$ cat config.mk
export PLATFORM = sky130hd
export DESIGN_NAME = compare_tally_flat
export DESIGN_NICKNAME = d
export VERILOG_FILES = /design/src/rtl/compare_tally_if.sv /design/src/rtl/compare_tally.sv /design/src/flat_wrapper.sv
export SDC_FILE = /design/constraint.sdc
export NUM_CORES = 1
export LEC_CHECK = 0
export CAP_MARGIN = 20
export CORE_AREA = 2 2 119 121
export DETAILED_ROUTE_END_ITERATION = 8
export DIE_AREA = 0 0 121 123
export MAX_ROUTING_LAYER = met4
export PLACE_DENSITY = 0.88
export REMOVE_ABC_BUFFERS = 1
export SYNTH_ARGS = -nofsm -noshare
export SYNTH_HDL_FRONTEND = slang
export SYNTH_SLANG_ARGS = --single-unit
export TNS_END_PERCENT = 30
$ cat constraint.sdc
create_clock -name clk_i -period 15.72 [get_ports clk_i]
set_input_delay 3.93 -clock clk_i [delete_from_list [all_inputs] [get_ports clk_i]]
set_output_delay 3.93 -clock clk_i [all_outputs]
set_load 0.02 [all_outputs]
$ cat src/rtl/compare_tally_if.sv
// compare_tally_if: flag-triple input handshake plus summary-record output handshake.
interface compare_tally_if #(
  parameter int CW = 16
) ();
  logic          in_valid;
  logic          in_ready;
  logic          lt;
  logic          et;
  logic          gt;
  logic          flush;
  logic          out_valid;
  logic          out_ready;
  logic [CW-1:0] lt_cnt;
  logic [CW-1:0] et_cnt;
  logic [CW-1:0] gt_cnt;
  logic [CW-1:0] err_cnt;
  logic [CW-1:0] n_samples;
  logic [1:0]    verdict;

  // Producer of flag triples and consumer of summaries.
  modport master (
    output in_valid, lt, et, gt, flush, out_ready,
    input  in_ready, out_valid, lt_cnt, et_cnt, gt_cnt, err_cnt, n_samples, verdict
  );

  // The tally block itself.
  modport slave (
    input  in_valid, lt, et, gt, flush, out_ready,
    output in_ready, out_valid, lt_cnt, et_cnt, gt_cnt, err_cnt, n_samples, verdict
  );
endinterface

$ cat src/rtl/compare_tally.sv
// compare_tally: counts comparator lt/et/gt outcomes over a window of samples
// and presents a held summary record (counts, malformed count, verdict).
module compare_tally #(
  parameter int WINDOW = 16,
  parameter int CW     = 16
) (
  input  logic           clk_i,
  input  logic           rst_i,
  compare_tally_if.slave cmp_if
);

  typedef enum logic [0:0] {
    ACCUM  = 1'b0,
    REPORT = 1'b1
  } state_t;

  localparam logic [CW-1:0] CNT_MAX  = {CW{1'b1}};
  localparam logic [CW-1:0] CNT_ZERO = {CW{1'b0}};
  localparam logic [CW-1:0] CNT_ONE  = CW'(1'b1);
  localparam logic [CW-1:0] CNT_WIN  = CW'(WINDOW);

  // Saturating increment: a counter parked at all-ones stays there.
  function automatic logic [CW-1:0] sat_inc(input logic [CW-1:0] v, input logic en);
    if (en && (v != CNT_MAX)) begin
      return v + CNT_ONE;
    end else begin
      return v;
    end
  endfunction

  // Dominant outcome: only a strict maximum wins; ties and all-zero give 00.
  function automatic logic [1:0] verdict_of(input logic [CW-1:0] a_lt,
                                            input logic [CW-1:0] a_et,
                                            input logic [CW-1:0] a_gt);
    if ((a_lt > a_et) && (a_lt > a_gt)) begin
      return 2'b01;
    end else if ((a_et > a_lt) && (a_et > a_gt)) begin
      return 2'b10;
    end else if ((a_gt > a_lt) && (a_gt > a_et)) begin
      return 2'b11;
    end else begin
      return 2'b00;
    end
  endfunction

  state_t        state_q, state_d;
  logic [CW-1:0] lt_q, et_q, gt_q, err_q, n_q;
  logic [CW-1:0] lt_d, et_d, gt_d, err_d, n_d;
  logic [CW-1:0] lt_inc_s, et_inc_s, gt_inc_s, err_inc_s, n_inc_s;
  logic          accept_s, report_s;
  logic          is_lt_s, is_et_s, is_gt_s, is_err_s;

  logic          out_valid_q;
  logic [CW-1:0] lt_cnt_q, et_cnt_q, gt_cnt_q, err_cnt_q, n_samples_q;
  logic [1:0]    verdict_q;

  // Reset forces in_ready low even before the state register settles.
  assign cmp_if.in_ready  = (state_q == ACCUM) && !rst_i;
  assign accept_s         = cmp_if.in_valid && cmp_if.in_ready;

  assign cmp_if.out_valid = out_valid_q;
  assign cmp_if.lt_cnt    = lt_cnt_q;
  assign cmp_if.et_cnt    = et_cnt_q;
  assign cmp_if.gt_cnt    = gt_cnt_q;
  assign cmp_if.err_cnt   = err_cnt_q;
  assign cmp_if.n_samples = n_samples_q;
  assign cmp_if.verdict   = verdict_q;

  // Classify the incoming triple: one-hot selects an outcome, anything else is a fault.
  always_comb begin
    is_lt_s  = 1'b0;
    is_et_s  = 1'b0;
    is_gt_s  = 1'b0;
    is_err_s = 1'b0;
    case ({cmp_if.lt, cmp_if.et, cmp_if.gt})
      3'b100:  is_lt_s  = 1'b1;
      3'b010:  is_et_s  = 1'b1;
      3'b001:  is_gt_s  = 1'b1;
      default: is_err_s = 1'b1;
    endcase
  end

  // Post-update counts, window-close decision, and counter next state.
  always_comb begin
    lt_inc_s  = sat_inc(lt_q,  accept_s && is_lt_s);
    et_inc_s  = sat_inc(et_q,  accept_s && is_et_s);
    gt_inc_s  = sat_inc(gt_q,  accept_s && is_gt_s);
    err_inc_s = sat_inc(err_q, accept_s && is_err_s);
    n_inc_s   = sat_inc(n_q,   accept_s);
    report_s  = (state_q == ACCUM) &&
                ((accept_s && (n_inc_s == CNT_WIN)) || (cmp_if.flush && (n_inc_s != CNT_ZERO)));
    if (report_s) begin
      lt_d  = CNT_ZERO;
      et_d  = CNT_ZERO;
      gt_d  = CNT_ZERO;
      err_d = CNT_ZERO;
      n_d   = CNT_ZERO;
    end else begin
      lt_d  = lt_inc_s;
      et_d  = et_inc_s;
      gt_d  = gt_inc_s;
      err_d = err_inc_s;
      n_d   = n_inc_s;
    end
  end

  // Next-state logic: close the window into REPORT, leave on the output handshake.
  always_comb begin
    state_d = state_q;
    case (state_q)
      ACCUM: begin
        if (report_s) begin
          state_d = REPORT;
        end else begin
          state_d = ACCUM;
        end
      end
      REPORT: begin
        if (out_valid_q && cmp_if.out_ready) begin
          state_d = ACCUM;
        end else begin
          state_d = REPORT;
        end
      end
      default: state_d = ACCUM;
    endcase
  end

  // State and window counters.
  always_ff @(posedge clk_i) begin
    if (rst_i) begin
      state_q <= ACCUM;
      lt_q    <= CNT_ZERO;
      et_q    <= CNT_ZERO;
      gt_q    <= CNT_ZERO;
      err_q   <= CNT_ZERO;
      n_q     <= CNT_ZERO;
    end else begin
      state_q <= state_d;
      lt_q    <= lt_d;
      et_q    <= et_d;
      gt_q    <= gt_d;
      err_q   <= err_d;
      n_q     <= n_d;
    end
  end

  // Summary record: snapshot on window close, held until the downstream takes it.
  always_ff @(posedge clk_i) begin
    if (rst_i) begin
      out_valid_q <= 1'b0;
      lt_cnt_q    <= CNT_ZERO;
      et_cnt_q    <= CNT_ZERO;
      gt_cnt_q    <= CNT_ZERO;
      err_cnt_q   <= CNT_ZERO;
      n_samples_q <= CNT_ZERO;
      verdict_q   <= 2'b00;
    end else if (report_s) begin
      out_valid_q <= 1'b1;
      lt_cnt_q    <= lt_inc_s;
      et_cnt_q    <= et_inc_s;
      gt_cnt_q    <= gt_inc_s;
      err_cnt_q   <= err_inc_s;
      n_samples_q <= n_inc_s;
      verdict_q   <= verdict_of(lt_inc_s, et_inc_s, gt_inc_s);
    end else if (out_valid_q && cmp_if.out_ready) begin
      out_valid_q <= 1'b0;
    end else begin
      out_valid_q <= out_valid_q;
    end
  end

endmodule

$ cat src/flat_wrapper.sv
// flat-port wrapper written by rule: the top's interface ports become plain ports
module compare_tally_flat 
#(
  parameter int WINDOW = 16,
  parameter int CW     = 16
)
  (clk_i, rst_i, cmp_if_in_valid, cmp_if_lt, cmp_if_et, cmp_if_gt, cmp_if_flush, cmp_if_out_ready, cmp_if_in_ready, cmp_if_out_valid, cmp_if_lt_cnt, cmp_if_et_cnt, cmp_if_gt_cnt, cmp_if_err_cnt, cmp_if_n_samples, cmp_if_verdict);
  compare_tally_if #(.CW(CW)) cmp_if_i ();
  input  logic clk_i;
  input  logic rst_i;
  input wire logic [$bits(cmp_if_i.in_valid)-1:0] cmp_if_in_valid;
  input wire logic [$bits(cmp_if_i.lt)-1:0] cmp_if_lt;
  input wire logic [$bits(cmp_if_i.et)-1:0] cmp_if_et;
  input wire logic [$bits(cmp_if_i.gt)-1:0] cmp_if_gt;
  input wire logic [$bits(cmp_if_i.flush)-1:0] cmp_if_flush;
  input wire logic [$bits(cmp_if_i.out_ready)-1:0] cmp_if_out_ready;
  output wire logic [$bits(cmp_if_i.in_ready)-1:0] cmp_if_in_ready;
  output wire logic [$bits(cmp_if_i.out_valid)-1:0] cmp_if_out_valid;
  output wire logic [$bits(cmp_if_i.lt_cnt)-1:0] cmp_if_lt_cnt;
  output wire logic [$bits(cmp_if_i.et_cnt)-1:0] cmp_if_et_cnt;
  output wire logic [$bits(cmp_if_i.gt_cnt)-1:0] cmp_if_gt_cnt;
  output wire logic [$bits(cmp_if_i.err_cnt)-1:0] cmp_if_err_cnt;
  output wire logic [$bits(cmp_if_i.n_samples)-1:0] cmp_if_n_samples;
  output wire logic [$bits(cmp_if_i.verdict)-1:0] cmp_if_verdict;
  assign cmp_if_i.in_valid = cmp_if_in_valid;
  assign cmp_if_i.lt = cmp_if_lt;
  assign cmp_if_i.et = cmp_if_et;
  assign cmp_if_i.gt = cmp_if_gt;
  assign cmp_if_i.flush = cmp_if_flush;
  assign cmp_if_i.out_ready = cmp_if_out_ready;
  assign cmp_if_in_ready = cmp_if_i.in_ready;
  assign cmp_if_out_valid = cmp_if_i.out_valid;
  assign cmp_if_lt_cnt = cmp_if_i.lt_cnt;
  assign cmp_if_et_cnt = cmp_if_i.et_cnt;
  assign cmp_if_gt_cnt = cmp_if_i.gt_cnt;
  assign cmp_if_err_cnt = cmp_if_i.err_cnt;
  assign cmp_if_n_samples = cmp_if_i.n_samples;
  assign cmp_if_verdict = cmp_if_i.verdict;
  compare_tally #(.WINDOW(WINDOW), .CW(CW)) u_core (.clk_i(clk_i), .rst_i(rst_i), .cmp_if(cmp_if_i));
endmodule
==> out/results.txt, run 1 <==
For the final wirelength, the log shows 20.9 mm. The class of the most critical hold timing path is reg -> reg. The number of global-route vias before repair was 6847. The fraction of registers with async set or reset after synthesis was 0%. In the synthesized netlist, the cells that appear most often are sky130_fd_sc_hd__dfxtp_1 (164), sky130_fd_sc_hd__a21oi_1 (96), sky130_fd_sc_hd__nor3_1 (80), sky130_fd_sc_hd__nor2_1 (65), sky130_fd_sc_hd__ha_1 (47). After layout, the minimum clock period comes to 9.04 ns. The synthesized design contains 164 register bits. Synthesis produced 935 cells. The count of pins over their slew limit is 0.

Yosys mapped a number of flops with a built-in enable equal to 0. The run gives 7310 as the detailed-route via count. The tools report the total congestion overflow as 0. The mapped netlist covers 8160 um2. The most used standard cell by instance count after synthesis was sky130_fd_sc_hd__dfxtp_1.

The layout has 976 filler cells. During I/O placement, the number of pins put on the boundary was 92. For the number of buffers added by the clock tree synthesis step, the log shows 17. The worst setup path is of the in -> out kind.

For the area of the die, the log shows 14900 um2. The kind of cell with the highest combined delay along the critical path is buffers and inverters. The kind of start point of the critical path was an input port. The portion of the clock cycle consumed by the worst path in the final layout was 57.5%.

The tools report the number of routed nets with antenna violations as 0. The synthesized netlist contains 56 unique library cells. For the critical path required time, the log shows 11.79 ns. For this design, the slowest cell found on the critical path is sky130_fd_sc_hd__clkdlybuf4s50_1. For the net count of the finished layout, the log shows 1050. The first global-routing pass estimated 34.3 mm of wire. The area growth from synthesis to layout is 19.1%. Setup total negative slack on the finished layout was measured at 0 ns. The largest net degree at the start of global routing was 59. The die boundary width came out at 121 um. In this run the tightest slew margin relative to its limit is 35.6%. Walking the worst path, the cells encountered are buf_2 > nor2_1 > clkdlybuf4s50_1.

Clock latency on the worst-skew pair: 0.44 ns. Pin slew with the least headroom to its limit: 0.965 ns. Setup repair after global routing left no endpoint under its margin.

The detailed placer's ending HPWL is 13.9 mm, and the static leakage is 3.64 nW. The detailed router finished its first iteration with 603 violations. Number of buffers inserted for hold repair after clock tree synthesis: 0. The number of warnings issued by yosys came out at 0.

The initial antenna violation count came out at 0. The tools report the endpoint class of the critical path as an output pin. The top cell type by total area after synthesis is sky130_fd_sc_hd__dfxtp_1. 0 antenna diodes ended up in the layout. The tools report the final setup violation count as 0. The critical path contains buffers and inverters numbering 2 combined. After detailed routing, the number of remaining DRC violations is 0.

For this run, the slowest stage of the critical path takes 0.57 ns. The weighted congestion at the end of routability-driven global placement was 0.970; the final hold violation count was 0. The run gives 13600 um2 as the floorplan core area.

The worst supply voltage drop on vdd was 83.5 uV; the biggest fanout along the worst timing path was 31. Cells with a size suffix above 1 make up 5.46% of the layout. The tree is rooted in a sky130_fd_sc_hd__clkbuf_16. Between clock sinks in the finished design, the worst skew comes to 0.0109 ns. Height of the chip: 123 um. Among all flip-flop cells after synthesis, the most frequent one is sky130_fd_sc_hd__dfxtp_1.

The detailed-router iteration count before antenna repair is 5. The logs give 0 for the post-cts resize count and 9120 um2 for the standard cell area after detailed placement. Clock-pin slew was measured on the worst setup and hold paths at 0.07 ns. Max-cap violations in this run came to 0.

In the final layout, the multi-input gates occupy 4570 um2. The logs give 111 MHz for the achievable clock frequency and 40.2% for the proportion of synthesized chip area in sequential cells. The H-tree was split into 4 levels. After clock tree synthesis, the setup repair step added 0 buffers. CTS saw 164 sinks.

TritonCTS built the clock tree. After floorplanning, the core was divided into 43 placement rows. A synthesized cell averages 8.73 um2.

In this run the deepest clock path goes through 2 buffers. The finished cells cover 9720 um2. In this run the tool buffered the top-level ports with 91 buffer cells. The routed wirelength normalized by instance count is 17.6 um.

Registers take 3280 um2. Data on the critical path arrives at its endpoint at 5.11 ns. After detailed routing, the number of vias per cell comes to 6.15. Global routing used 29.6% of the available tracks. The run finished with clean final reports.

After synthesis, the cell types taking the most area are sky130_fd_sc_hd__dfxtp_1 (40%), sky130_fd_sc_hd__ha_1 (7.2%), sky130_fd_sc_hd__a21oi_1 (5.9%). Power spread over the standard cell area amounts to 112 nW/um2. The area fraction of the dominant cell type after synthesis is 40.2%. For this configuration, the core starts out at a cell density of 60.0%.
==> layout by cell type (no fill, tap or decap), types with 4 or more instances in the layout <==
cell type,n
sky130_fd_sc_hd__a211oi_1,46
sky130_fd_sc_hd__a21o_1,7
sky130_fd_sc_hd__a21oi_1,96
sky130_fd_sc_hd__and2_1,6
sky130_fd_sc_hd__and3_1,18
sky130_fd_sc_hd__and4_1,10
sky130_fd_sc_hd__buf_4,7
sky130_fd_sc_hd__clkbuf_16,17
sky130_fd_sc_hd__clkdlybuf4s50_1,90
sky130_fd_sc_hd__dfxtp_1,164
sky130_fd_sc_hd__ha_1,47
sky130_fd_sc_hd__inv_1,20
sky130_fd_sc_hd__inv_6,5
sky130_fd_sc_hd__mux2i_1,5
sky130_fd_sc_hd__nand2_1,36
sky130_fd_sc_hd__nand3_1,39
sky130_fd_sc_hd__nand4_1,24
sky130_fd_sc_hd__nor2_1,64
sky130_fd_sc_hd__nor2b_1,44
sky130_fd_sc_hd__nor3_1,80
sky130_fd_sc_hd__nor4_1,8
sky130_fd_sc_hd__o211ai_1,4
sky130_fd_sc_hd__o21a_1,6
sky130_fd_sc_hd__o21ai_0,19
sky130_fd_sc_hd__or3_1,6
sky130_fd_sc_hd__xnor2_1,42
sky130_fd_sc_hd__xor2_1,34
==> worst min-delay path, cell delays in order (launching register included) <==
cell and delay [ns]:
sky130_fd_sc_hd__dfxtp_1 0.31, sky130_fd_sc_hd__o21ai_0 0.07, sky130_fd_sc_hd__a21oi_1 0.06
==> layout make-up <==
type | instances | share of cell area [%]
tap | 180 | 2.32
clock inverter | 13 | 1.42
multi-input combinational | 693 | 47.1
sequential | 164 | 33.8
timing repair buffer | 99 | 9.99
clock buffer | 19 | 4.66
inverter | 20 | 0.772
==> final timing paths <==
check                                                start                         end  cells past startpoint  slack, ns
worst max-delay path                                 rst_i             cmp_if_in_ready                      3       6.68
worst min-delay path            u_core.cmp_if.n_samples[8]  u_core.cmp_if.n_samples[8]                      2       0.48
worst max register to register              u_core.state_q    u_core.cmp_if.verdict[0]                     13      10.84
worst min register to register  u_core.cmp_if.n_samples[8]  u_core.cmp_if.n_samples[8]                      2       0.48
==> sequential cells by signal, indices dropped and copies added (netlist names) <==
| register | count |
|---|---|
| u_core.cmp_if.err_cnt | 16 |
| u_core.cmp_if.et_cnt | 16 |
| u_core.cmp_if.gt_cnt | 16 |
| u_core.cmp_if.lt_cnt | 16 |
| u_core.cmp_if.n_samples | 16 |
| u_core.err_q | 16 |
| u_core.et_q | 16 |
| u_core.gt_q | 16 |
| u_core.lt_q | 16 |
| u_core.n_q | 16 |
| u_core.cmp_if.verdict | 2 |
| u_core.cmp_if.out_valid | 1 |
| u_core.state_q | 1 |
==> routing by layer <==
metal	routed length (um)	track usage, %	part of all wire, %	vias up
met5	0	-	0	-
met4	437	11.0	2.1	0
met3	1430	5.86	6.8	50
met2	9680	45.6	46	292
met1	9390	38.8	45	3440
li1	-	-	-	3528
==> report_power, final <==
part | switching, mW | leakage [nW] | internal, mW
clock network | 0.182 | 0.285 | 0.232
registers | 0.0178 | 1.33 | 0.446
logic | 0.129 | 2.02 | 0.0865
total | 0.329 | 3.64 | 0.764
==> kinds of logic after synthesis <==
logic type / count (synthesis) / synth area share (%)
AO/OA/AOI/OAI: 203 / 15.6
XOR/XNOR: 76 / 8.16
adder cells (fa/ha/maj): 50 / 7.57
buffers and inverters: 78 / 4.12
flip-flops: 164 / 40.2
multiplexers: 8 / 1.03
AND/OR/NAND/NOR: 356 / 23.2
==> metrics by stage <==
| stage | total power, mW | utilization, % | worst slack [ns] | hold WS [ns] | instances |
|---|---|---|---|---|---|
| detailed placement | 0.685 | 67.0 | 6.63 | 0.469 | 1155 |
| finish | 1.09 | 71.4 | 6.68 | 0.480 | 1188 |
| floorplan | 0.590 | - | 7.26 | 0.497 | 877 |
| global placement | 0.682 | 67.0 | 6.72 | 0.465 | 1155 |
| CTS | 1.09 | 71.3 | 6.69 | 0.480 | 1187 |
| global route | 1.13 | 71.4 | 6.56 | 0.495 | 1188 |
Note: power is estimated with default switching activity, not from simulation.
==> inputs of run 2 (changes only) <==
--- a/config.mk
+++ b/config.mk
@@ -6,11 +6,11 @@
 export NUM_CORES = 1
 export LEC_CHECK = 0
 export CAP_MARGIN = 20
-export CORE_AREA = 2 2 119 121
+export CORE_AREA = 2 2 130 132
 export DETAILED_ROUTE_END_ITERATION = 8
-export DIE_AREA = 0 0 121 123
+export DIE_AREA = 0 0 132 134
 export MAX_ROUTING_LAYER = met4
-export PLACE_DENSITY = 0.88
+export PLACE_DENSITY = 0.78
 export REMOVE_ABC_BUFFERS = 1
 export SYNTH_ARGS = -nofsm -noshare
 export SYNTH_HDL_FRONTEND = slang
==> constraint.sdc (replaced) <==
create_clock -name clk_i -period 7.4 [get_ports clk_i]
set_input_delay 1.85 -clock clk_i [delete_from_list [all_inputs] [get_ports clk_i]]
set_output_delay 1.85 -clock clk_i [all_outputs]
set_load 0.02 [all_outputs]
==> run 2 against run 1 <==
  * Critical path depth rose by 15
  * Routed wire length fell by 1.7%
  * Sequential share of layout area decreased by 0.39 points
  * Final cell count grew 3.6%
  * Non-clock buffer count increased by 2
  * Hold slack improved by 0.0053 ns
  * Die area increased by 19%
  * Total power up 120%
  * Flip-flop and latch count did not move
  * Clock power is 120% higher
  * First-iteration DRC count fell by 14%
  * Largest cell class unchanged
  * Highest routed layer unchanged
==> out/results.txt, run 2 (same netlist as run 1, synthesis figures left out) <==
The routed design could run at a clock period as short as 6.09 ns. Power spread over the standard cell area amounts to 240 nW/um2. TritonCTS built the clock tree. Number of routed nets with antenna violations: 0.

The net count of the finished layout was 1052. The worst supply voltage drop on vdd is 162 uV, and the die boundary width is 132 um. The number of cell instances on the worst register-to-register path is 17, and the effective utilization at floorplan is 50.1%.

The initial antenna violation count was 1; the count of buffers added by post-CTS timing repair for setup was 0. The first routing iteration left 520 violations. Across every metal layer, demand over resource in global routing totals 23.9%. CTS saw 164 sinks. Clock skew on the completed layout was measured at 0.0118 ns.

The detailed placer's ending HPWL was 14.0 mm. For the worst-skew pair, the clock arrives at the later sink with an insertion delay of 0.43 ns. By startpoint and endpoint, the worst setup path is classified as in -> reg. The first global-routing pass estimated 33.6 mm of wire. Setup violations remaining at the end of the flow were counted as 0. The setup TNS was 0 ns.

The logs give 0 for the number of buffers inserted for hold repair after clock tree synthesis and 92 for the total I/O pin count. STA classifies the critical path endpoint as a flip-flop. The root buffer cell chosen for the clock tree is sky130_fd_sc_hd__clkbuf_16. The final worst slack is 1.31 ns, and the number of global-route vias before repair is 6677. The most frequent standard cell in the layout excluding fill and tap cells was sky130_fd_sc_hd__dfxtp_1. The first detailed-routing pass ran for 7 iterations.

Source of the critical timing path: cmp_if_in_valid. The startpoint identified for the worst register-to-register timing path is u_core.state_q. In the layout the commonest cells are sky130_fd_sc_hd__dfxtp_1 (164), sky130_fd_sc_hd__a21oi_1 (96), sky130_fd_sc_hd__clkdlybuf4s50_1 (90). The worst register-to-register path ends at u_core.cmp_if.verdict[0]. The ratio of cells with drive above 1 in the final layout was 5.64%.

Prior to clock tree synthesis, the placed netlist has a worst setup slack of 0.907 ns. At the pin with the least slew margin, the transition time is 1.01 ns. The logs give 0 for the total congestion overflow and 1410 for the fill cell total of the finished layout. Kind of start point of the critical path: an input port. Weighted congestion at the end of routability-driven global placement: 0.892. The floorplan step defined a core boundary enclosing 16300 um2. The number of clock buffers added by TritonCTS is 17.

Class of the most critical hold timing path: reg -> reg. Entering global routing, the biggest net connects 87 pins. The logs give 31.9% for the worst slew slack as a fraction of its limit and 164 MHz for the achievable clock frequency.

In the routed layout, each cell is associated on average with a via count of 5.77. In this run the number of H-tree levels came out at 4. Of the available clock period, the critical path in the final layout requires 82.3%. Setup repair after global routing left no endpoint under its margin.

The run finished with clean final reports. The count of input and output buffers was 91; the height of the chip was 134 um. Launch instance of the worst min-delay path: u_core.cmp_if.n_samples[3]. Hold is met by 0.485 ns. The number of remaining DRC errors is 0. The cell depth of the worst min-delay path is 2, and the area of the die is 17700 um2. Global routing's busiest layer: met2. The static leakage is 3.67 nW, and the slack of the worst reg-to-reg path is 2.77 ns.

The final wirelength was 20.6 mm. Max-cap violations in this run came to 0. The floorplan has 47 rows.

Biggest fanout along the worst timing path: 7. In the global route stage, met2 resource usage came out at 38.2%. The count of pins over their slew limit was 0.

For this run, global-route usage on met1 was measured as 31.5%. No sink is reached through more buffers than the 2 on the longest clock path. For hold timing, the worst endpoint is u_core.cmp_if.n_samples[3].

STA puts the critical path data required time at 7.74 ns. The routed layout has 7104 vias. The final hold violation count is 0, and the CTS clock-pin slew for the worst setup and hold paths is 0.07 ns. In this run, post-CTS repair resized a total of 0 instances. The routed wirelength normalized by instance count is 16.7 um.

The layout overhead on the synthesized area is 20.5%. The fraction of met3 tracks used by global routing was 3.36%. At the worst endpoint, the arrival time is 6.43 ns.
## run 2: final cells by class
class	instances	area (um2)	share of cell area (%)
repair buffers	101	1010	10.3
clock inverters	13	158	1.60
diodes	1	2.50	0.0255
inverters	20	75.1	0.764
flip-flops and latches	164	3280	33.4
well taps	220	275	2.80
multi-input cells	693	4570	46.5
clock buffers	19	453	4.61
## run 2: critical path, cell delays in order
cell and delay (ns):
sky130_fd_sc_hd__clkdlybuf4s50_1 0.48, sky130_fd_sc_hd__nor3b_2 0.16, sky130_fd_sc_hd__buf_4 0.17, sky130_fd_sc_hd__nand3_1 0.17, sky130_fd_sc_hd__a21oi_1 0.49, sky130_fd_sc_hd__and4_1 0.37, sky130_fd_sc_hd__nor2b_1 0.24, sky130_fd_sc_hd__nand2_1 0.09
sky130_fd_sc_hd__xor2_1 0.29, sky130_fd_sc_hd__ha_1 0.30, sky130_fd_sc_hd__a21o_1 0.18, sky130_fd_sc_hd__a21o_1 0.17, sky130_fd_sc_hd__a211oi_1 0.20, sky130_fd_sc_hd__o21ai_0 0.13, sky130_fd_sc_hd__a221oi_1 0.37, sky130_fd_sc_hd__o211ai_1 0.16
sky130_fd_sc_hd__or3_1 0.36, sky130_fd_sc_hd__a211oi_1 0.23
## run 2: metal layers
layer,up-vias,share of wire [%]
met4,0,2.2
met3,28,4.2
li1,3512,-
met1,3370,47
met5,-,0
met2,194,46
## run 2: how the worst max path moves through the flow
| stage | end | cells after the start |
|---|---|---|
| finish | u_core.cmp_if.verdict[0] | 18 |
| CTS | u_core.cmp_if.verdict[0] | 16 |
| global placement | u_core.cmp_if.verdict[0] | 18 |
| global route | u_core.cmp_if.verdict[0] | 18 |
| floorplan | u_core.n_q[13] | 8 |
| detailed placement | u_core.cmp_if.verdict[0] | 16 |
## run 2: metrics by stage
step	cell area, um2	total power [mW]	instances	util [%]
2_1_floorplan	7900	1.25	877	-
3_3_place_gp	9210	1.45	1197	56.5
3_5_place_dp	9210	1.46	1197	56.5
4_1_cts	9820	2.37	1229	60.3
5_1_grt	9830	2.45	1230	60.3
6_report	9830	2.36	1231	60.4
## run 2: power breakdown
part | switching [mW] | internal (mW) | leakage, nW
Clock | 0.391 | 0.526 | 0.292
Combinational | 0.270 | 0.188 | 2.04
Sequential | 0.0368 | 0.946 | 1.33
Total | 0.699 | 1.66 | 3.67
==> inputs of run 3 (changes only) <==
--- a/config.mk
+++ b/config.mk
@@ -6,11 +6,11 @@
 export NUM_CORES = 1
 export LEC_CHECK = 0
 export CAP_MARGIN = 20
-export CORE_AREA = 2 2 130 132
+export CORE_AREA = 2 2 123 125
 export DETAILED_ROUTE_END_ITERATION = 8
-export DIE_AREA = 0 0 132 134
+export DIE_AREA = 0 0 125 127
 export MAX_ROUTING_LAYER = met4
-export PLACE_DENSITY = 0.78
+export PLACE_DENSITY = 0.83
 export REMOVE_ABC_BUFFERS = 1
 export SYNTH_ARGS = -nofsm -noshare
 export SYNTH_HDL_FRONTEND = slang
==> constraint.sdc (replaced) <==
create_clock -name clk_i -period 5.86 [get_ports clk_i]
set_input_delay 1.465 -clock clk_i [delete_from_list [all_inputs] [get_ports clk_i]]
set_output_delay 1.465 -clock clk_i [all_outputs]
set_load 0.02 [all_outputs]
==> run 3 against run 2 <==
  * Combinational power rose by 31%
  * Global-route usage up 3.2 points
  * Hold slack better by 0.0047 ns
  * Count of clock-buffer cells in the layout is 2 higher
  * Critical path depth fell by 3
==> out/results.txt, run 3 (same netlist as run 1, synthesis figures left out) <==
The flow ran to the end, and the final reports show no timing, DRC or antenna violations. The critical path in this run is classified as in -> reg. The detailed router placed 7357 vias in this run.

The total stage count of the critical path is 15, and the detailed-router iteration count before antenna repair is 6. The CTS clock-pin slew for the worst setup and hold paths was 0.06 ns; the height of the chip was 127 um. For this design, the CTS-stage hold fixing added 0 buffers.

For the net count of the finished layout, the log shows 1076. The detailed placer's ending HPWL was 14.5 mm; the biggest fanout along the worst timing path was 4. The clock root buffer master is sky130_fd_sc_hd__clkbuf_16. The library cell used most frequently in the layout, excluding fill and tap cells, is sky130_fd_sc_hd__dfxtp_1. In this run the critical register-to-register path is launched from u_core.state_q.

The static leakage is 3.82 nW, and the effective utilization at floorplan is 56.6%. The worst pin sits at a relative slew slack of 35.9%. The post-place setup slack came out at -0.0732 ns.

Count of input and output buffers: 91. The global routing usage on met1 was 36.0%. Traced cell by cell, the critical path runs through clkdlybuf4s50_1 > or3b_1 > nor4b_1 > buf_4 > nor3b_1 > nand3_1 > or3_1 > xnor2_1 > ha_1 > nand4_1 > nor4_1 > o21ai_0 > o211a_1 > a211oi_1 > a211oi_1. The worst stage delay on the critical path works out to 0.58 ns. The class of the most critical hold timing path is reg -> reg. Source of the critical timing path: cmp_if_in_valid.

The total buffers and inverters traversed by the critical path is 2, and the number of routed nets with antenna violations is 0. Pin placement for this block handled 92 I/O pins. CTS H-tree depth: 4. Global routing used 42.6% of the available met2 tracks. The run gives 1.43 ns as the slack of the worst reg-to-reg path. TritonCTS built the clock tree. The most frequent cell on the critical path is sky130_fd_sc_hd__a211oi_1. The fraction of met3 tracks used by global routing is 5.03%, and the shortest period the worst path allows is 5.50 ns. For the count of buffers added by post-CTS timing repair for setup, the log shows 0. The most critical setup path has its endpoint at u_core.cmp_if.verdict[0].

The total area inside the core boundary comes to 14400 um2. For the worst flop-to-flop path, the logic depth is 14. The kind of cell with the highest combined delay along the critical path is simple AND/OR/NAND/NOR gates. For the worst hold slack, the log shows 0.490 ns. Once routing completed, OpenROAD measured the worst setup slack at 0.365 ns.

The number of remaining DRC errors is 0. For this run, the share of the core covered by cells in the final layout is 69.4%. For the final routed database, the setup TNS stands at 0 ns.

STA puts the critical path data arrival time at 5.79 ns. The max capacitance violation total was 0. For the pin with the worst max-slew slack, the measured transition is 0.953 ns. In this run the critical register-to-register path is captured at u_core.cmp_if.verdict[0]. The tools report the worst-case clock buffer depth as 2.

Dividing the detail-routed via count by the number of cells gives 6.05. The logs give 17 for the number of buffers added by the clock tree synthesis step and 27.1% for the total global-route track usage. The design draws 3.01 mW. The first global-routing pass estimated 34.6 mm of wire. For the count of pins over their slew limit, the log shows 0.

The tools report the initial antenna violation count as 0. The cell row count is 44, and the die boundary width is 125 um. The ratio of cells with drive above 1 in the final layout is 7.74%, and the clock latency on the worst-skew pair is 0.42 ns.

The post-route clock skew came out at 0.00733 ns. 0 antenna diodes ended up in the layout. The endpoint class of the critical path is a flip-flop. The number of global-route vias before repair was 7019; the achievable clock frequency was 182 MHz. VDD sags by at most 202 uV. The tools report the post-cts resize count as 0.

The layout overhead on the synthesized area was 22.6%. The power per cell area came out at 301 nW/um2. Setup violations remaining at the end of the flow were counted as 0. At the end of routability-driven placement, the weighted congestion stood at 0.924. The tree built by TritonCTS fans out to 164 sinks.

The kind of start point of the critical path was an input port. On the critical path, the stage with the largest delay is an instance of sky130_fd_sc_hd__nor4_1. For the worst setup path, the data required time is 6.15 ns. After layout, the worst path uses 93.8% of the clock period. The final hold violation count is 0. The run gives 15900 um2 as the area of the die. In the layout the commonest cells are sky130_fd_sc_hd__dfxtp_1 (164), sky130_fd_sc_hd__a21oi_1 (96), sky130_fd_sc_hd__clkdlybuf4s50_1 (90).

Final wirelength: 20.9 mm. The total congestion overflow came out at 0. The run gives 49 as the largest net degree at the start of global routing. Setup repair after global routing left no endpoint under its margin. The number of violations reported at the end of detailed-routing iteration 0 is 637. In this run the most used layer during global routing was met2. After detailed routing, the average wire length per cell comes to 17.2 um.
[run 3: metrics by stage]
step	cell area, um2	std cells
after floorplan	7900	877
after global placement	9370	1185
after detailed placement	9370	1185
after CTS	9990	1216
after global routing	10000	1217
final	10000	1217
[run 3: report_power, final]
part           total [mW]  internal [mW]  switching [mW]
registers            1.24           1.20          0.0477
logic               0.599          0.252           0.347
clock network        1.17          0.718           0.450
total                3.01           2.16           0.845
[run 3: how the worst min path moves through the flow]
stage          depth (start not counted)                        from  slack [ns]                          to
2_1_floorplan                          2              u_core.state_q        0.50              u_core.state_q
3_3_place_gp                           2  u_core.cmp_if.n_samples[8]        0.47  u_core.cmp_if.n_samples[8]
3_5_place_dp                           2  u_core.cmp_if.n_samples[8]        0.48  u_core.cmp_if.n_samples[8]
4_1_cts                                2  u_core.cmp_if.n_samples[3]        0.49  u_core.cmp_if.n_samples[3]
5_1_grt                                2  u_core.cmp_if.n_samples[3]        0.51  u_core.cmp_if.n_samples[3]
6_report                               2  u_core.cmp_if.n_samples[3]        0.49  u_core.cmp_if.n_samples[3]
[run 3: metal layers]
layer	vias to the layer above	routed length, um	part of all wire, %
met1	3488	9680	46
met3	39	1190	5.7
met4	0	414	2.0
met2	271	9640	46
met5	-	0	0
li1	3559	-	-
[run 3: worst register-to-register path, stage by stage, from the launching register on]
cell                       delay [ns]
sky130_fd_sc_hd__dfxtp_1         0.39
sky130_fd_sc_hd__or3b_1          0.46
sky130_fd_sc_hd__nor4b_1         0.40
sky130_fd_sc_hd__buf_4           0.20
sky130_fd_sc_hd__nor3b_1         0.33
sky130_fd_sc_hd__nand3_1         0.17
sky130_fd_sc_hd__or3_1           0.35
sky130_fd_sc_hd__xnor2_1         0.16
sky130_fd_sc_hd__ha_1            0.30
sky130_fd_sc_hd__nand4_1         0.12
sky130_fd_sc_hd__nor4_1          0.58
sky130_fd_sc_hd__o21ai_0         0.20
sky130_fd_sc_hd__o211a_1         0.26
sky130_fd_sc_hd__a211oi_1        0.27
sky130_fd_sc_hd__a211oi_1        0.12
[run 3: area by class of cell]
| type | count | area [um2] |
|---|---|---|
| inverters | 20 | 75.1 |
| well taps | 184 | 230 |
| multi-input cells | 693 | 4570 |
| clock inverters | 10 | 148 |
| repair buffers | 125 | 1220 |
| flip-flops and latches | 164 | 3280 |
| fillers | 1091 | 4420 |
| clock buffers | 21 | 480 |
